File: src/rtl/sipo_frame_unit.sv
// Serial-to-parallel frame collector: gathers 1..WIDTH qualified bits per frame
// in LSB- or MSB-first order and hands each word out through a one-entry valid/ready holding register.
module sipo_frame_unit #(
  parameter int unsigned WIDTH     = 8,
  parameter bit          MSB_FIRST = 1'b0,
  parameter int unsigned LW        = $clog2(WIDTH + 1)
) (
  input  logic             clk,
  input  logic             reset,
  input  logic             data_in,
  input  logic             bit_valid,
  input  logic [LW-1:0]    frame_len,
  input  logic             clear,
  output logic [WIDTH-1:0] out_data,
  output logic             out_valid,
  input  logic             out_ready,
  output logic             overrun,
  output logic             busy,
  output logic [LW-1:0]    bit_count
);

  logic [WIDTH-1:0] shreg_q, shreg_d;
  logic [LW-1:0]    cnt_q, cnt_d;
  logic [LW-1:0]    len_q, len_d;
  logic [WIDTH-1:0] out_data_q, out_data_d;
  logic             out_valid_q, out_valid_d;
  logic             overrun_q, overrun_d;

  logic [LW-1:0]    len_sel;
  logic [LW-1:0]    len_eff;
  logic [LW-1:0]    cnt_inc;
  logic [LW-1:0]    idx;
  logic [WIDTH-1:0] word;
  logic             frame_done;

  // Next-state: length latch, bit placement, completion and the output handshake
  always_comb begin
    shreg_d     = shreg_q;
    cnt_d       = cnt_q;
    len_d       = len_q;
    out_data_d  = out_data_q;
    out_valid_d = out_valid_q;
    overrun_d   = overrun_q;
    frame_done  = 1'b0;

    // Out-of-range lengths collapse to a full-width frame
    len_sel = (frame_len == '0 || frame_len > LW'(WIDTH)) ? LW'(WIDTH) : frame_len;
    len_eff = (cnt_q == '0) ? len_sel : len_q;
    cnt_inc = cnt_q + LW'(1);
    idx     = MSB_FIRST ? LW'(len_eff - cnt_inc) : cnt_q;
    // Bits are written in place; a fresh frame starts from zero so unused upper bits stay 0
    word    = ((cnt_q == '0) ? '0 : shreg_q) | (WIDTH'(data_in) << idx);

    if (clear) begin
      cnt_d     = '0;
      overrun_d = 1'b0;
    end else if (bit_valid) begin
      len_d   = len_eff;
      shreg_d = word;
      if (cnt_inc == len_eff) begin
        cnt_d      = '0;
        frame_done = 1'b1;
      end else begin
        cnt_d = cnt_inc;
      end
    end

    if (frame_done) begin
      if (out_valid_q && !out_ready) begin
        overrun_d = 1'b1;
      end else begin
        out_data_d  = word;
        out_valid_d = 1'b1;
      end
    end else if (out_valid_q && out_ready) begin
      out_valid_d = 1'b0;
    end
  end

  always_ff @(posedge clk) begin
    if (!reset) begin
      shreg_q     <= '0;
      cnt_q       <= '0;
      len_q       <= '0;
      out_data_q  <= '0;
      out_valid_q <= 1'b0;
      overrun_q   <= 1'b0;
    end else begin
      shreg_q     <= shreg_d;
      cnt_q       <= cnt_d;
      len_q       <= len_d;
      out_data_q  <= out_data_d;
      out_valid_q <= out_valid_d;
      overrun_q   <= overrun_d;
    end
  end

  assign out_data  = out_data_q;
  assign out_valid = out_valid_q;
  assign overrun   = overrun_q;
  assign bit_count = cnt_q;
  assign busy      = (cnt_q != '0);

endmodule

File: config.mk
export PLATFORM = sky130hd
export DESIGN_NAME = sipo_frame_unit
export DESIGN_NICKNAME = d
export VERILOG_FILES = /design/src/rtl/sipo_frame_unit.sv
export SDC_FILE = /design/constraint.sdc
export NUM_CORES = 1
export LEC_CHECK = 0
export BUFFER_PORTS_ARGS = -buffer_cell sky130_fd_sc_hd__clkbuf_2
export CORE_MARGIN = 10
export CORE_UTILIZATION = 58
export DETAILED_ROUTE_END_ITERATION = 7
export PLACE_DENSITY = 0.83
export RECOVER_POWER = 100
export SLEW_MARGIN = 20
export SYNTH_ARGS = -nofsm -noshare
export SYNTH_HDL_FRONTEND = slang
export SYNTH_SLANG_ARGS = --single-unit
File: constraint.sdc
create_clock -name clk -period 5.4 [get_ports clk]
set_clock_uncertainty 0.15 [all_clocks]
set_input_delay 0.54 -clock clk [delete_from_list [all_inputs] [get_ports clk]]
set_output_delay 0.54 -clock clk [all_outputs]
set_load 0.02 [all_outputs]
==> run metrics <==
status finished, final reports clean; Iter 0 DRT Violations 57; die area 4690 um2; most frequent CP cell mux2i_1; H-Tree Depth 1; # clock sinks 26; Crit-path slowest cell nor3b_1; layout cell share with drive strength beyond 1 11.1%; most common cell after layout, fill and taps aside dfxtp_1; Setup crit end kind flop; internal reg-to-reg setup slack 1.94 ns; Clock Tree Root clkbuf_4; Crit path arrival time ~3.6 ns; Core Region roughly 2200 um2; vias per inst 5.74; sequential fraction of the synthesis area 38.2%; Routed WL 2950 um; fmax 289 MHz; Hold Fails Final Rpt 0; DRC 0; most frequent cells in the layout dfxtp_1, nand2_1, clkbuf_1; Cells after DPL 186; Net Count, Synth 155; postcts setup bufs 0; drt wl/cell ~16 um; ant diodes 0; FF+latch count, synth 26; CTS tree built; CTS Buf Count 3; Min-Delay Path Class flop to flop; worst-path fanout max 9; # setup viols final 0; maximum clock path buffer count 2; CP bufs+invs 1; leakage 0.692 nW; Pre-antenna DRT Iters 4; Starting Density about 61%; top-level I/O count 25; post-cts sizing count 0; gr ovfl total 0; Post-DRT Antenna Nets 0; WHS Path Cells 2; Hold Crit Start out_data[4]; dpl hpwl about 2200 um; Slew Viols, Final 0; fin crit share 64.0%; Synth Cell Area 1360 um2; All-Layer GR Usage 13.0%; Worst-Skew Late Latency 0.33 ns; Area Growth Syn to Fin 10.1%; Placer Congestion 0.859; Setup Crit Path Kind flop to flop; Hold Buf Count CTS 0; Worst-Margin Slew just over 0.9 ns; Critical Path Start bit_count[1]; routed vias 1090; Synth warnings 0; initial antenna violation count 0; pwr/cell area 255 nW/um2; Worst Slack Setup Final 1.94 ns; CTS clk-pin slew, worst paths 0.14 ns; CP startpoint kind flop; std cell rows 17; largest net degree at the start of global routing 33; input/output buffers 24; post-synthesis area per instance about 9.5 um2; crit-path max cell delay 0.75 ns; unrepaired setup endpoints after global routing false; die extent in y between 60 and 70 um; FF-to-FF End out_data[0]; post-route setup TNS 0 ns; Worst VDD drop 0.233 mV; Final min period 3.46 ns; first-pass GRT wire length 4800 um; Setup WS pre-CTS 2.47 ns; CP Cell Sequence inv_1 > ha_1 > nor3b_1 > mux2i_1 > xnor2_1 > nor4_4 > nand3b_1 > mux2i_1; post-synthesis cell count 143; vias in the first global route 1037; Worst Hold Path EP out_data[4]; Power, Total 383 uW; r2r worst-path depth 8; Reg-to-Reg Start bit_count[1]; max_cap viols 0; Yosys cell types 35; delay-heaviest family, CP simple AND/OR/NAND/NOR gates; Slew HR 39.2%; Critical Path RT approximately 5.5 ns; Net count, final 175; Layout Cells excl Fill 190; chip width between 60 and 70 um
-- routing by layer --
metal  track usage, %  routed length (um)  part of all wire (%)  vias up
li1                 -                   -                     -      543
met1             15.7                1320                    45      508
met2             21.7                1380                    47       34
met3             3.10                 213                   7.2        5
met4             5.28                  40                   1.4        0
met5                0                   0                     0        -
-- cell families (layout without fill, tap and decap cells) --
kind of cell | count (synthesis) | in the layout | share of synthesized area, %
and+or+nand+nor | 58 | 58 | 25.5
DFF | 26 | 26 | 38.2
AOI/OAI and AO/OA | 25 | 25 | 16.2
muxes | 13 | 13 | 9.55
buffers and inverters | 13 | 32 | 4.32
xor gates and xnor gates | 6 | 6 | 4.41
adders and majority gates | 2 | 2 | 1.84
-- per-stage QoR --
step           hold WS [ns]  cell area, um2  util, %
2_1_floorplan         0.322            1360        -
6_report              0.321            1500     67.2
3_5_place_dp          0.306            1480     66.2
4_1_cts               0.325            1530     68.5
3_3_place_gp          0.296            1480     66.2
5_1_grt               0.352            1500     67.2
-- where the power goes --
part / internal [mW] / switching [mW]
clock: 0.0751 / 0.0577
combinational: 0.0199 / 0.0286
sequential: 0.198 / 0.00389
total: 0.293 / 0.0903
-- tightest hold or removal path, stage by stage, from the launching register on --
cell	delay (ns)
dfxtp_1	0.34
nand2_1	0.05
mux2i_1	0.06
-- Yosys cell counts --
cell type	count	area, um2
nand3_1	1	5.00
or4b_4	1	13.8
clkbuf_1	7	26.3
ha_1	2	25.0
nand2_1	20	75.1
o211a_1	10	100
xor2_2	1	16.3
nor3_1	2	10.0
clkinv_1	1	3.75
and2_1	3	18.8
xor2_1	2	17.5
nor2b_1	10	62.6
or4b_1	1	10.0
a22oi_1	4	30.0
nand3b_1	1	7.51
dfxtp_1	26	521
a21oi_1	1	5.00
nor3b_4	1	18.8
or2b_1	1	7.51
or3_1	1	6.26
mux2i_1	13	130
xnor2_1	3	26.3
a32oi_1	4	35.0
o31ai_1	1	7.51
nand4b_1	1	8.76
nor4_4	1	21.3
buf_6	1	11.3
nor2_1	3	11.3
o32ai_1	2	17.5
or3b_1	1	8.76
nand2b_1	10	62.6
buf_2	2	10.0
inv_1	2	7.51
a31oi_1	2	12.5
o22ai_2	1	12.5
-- layout make-up --
class	instances	area, um2
sequential	26	520
fill	193	733
tap	28	35.0
clock buffer	3	22.5
inverter	3	11.3
timing repair buffer	25	109
clock inverter	1	30.0
multi-input combinational	104	772
-- worst max path at each step --
stage,end,slack (ns),cells after the start
after detailed placement,out_data[5],2.47,8
final,out_data[0],1.94,8
after CTS,out_data[5],2.36,8
after global placement,out_data[5],2.56,8
after floorplan,out_data[0],2.91,9
after global routing,out_data[5],1.68,8
-- flip-flops by register name (all words and copies together) (netlist names) --
| register | flops |
|---|---|
| shreg_q | 8 |
| out_data | 8 |
| bit_count | 4 |
| len_q | 4 |
| overrun | 1 |
| out_valid | 1 |
Note: power is estimated with default switching activity, not from simulation.
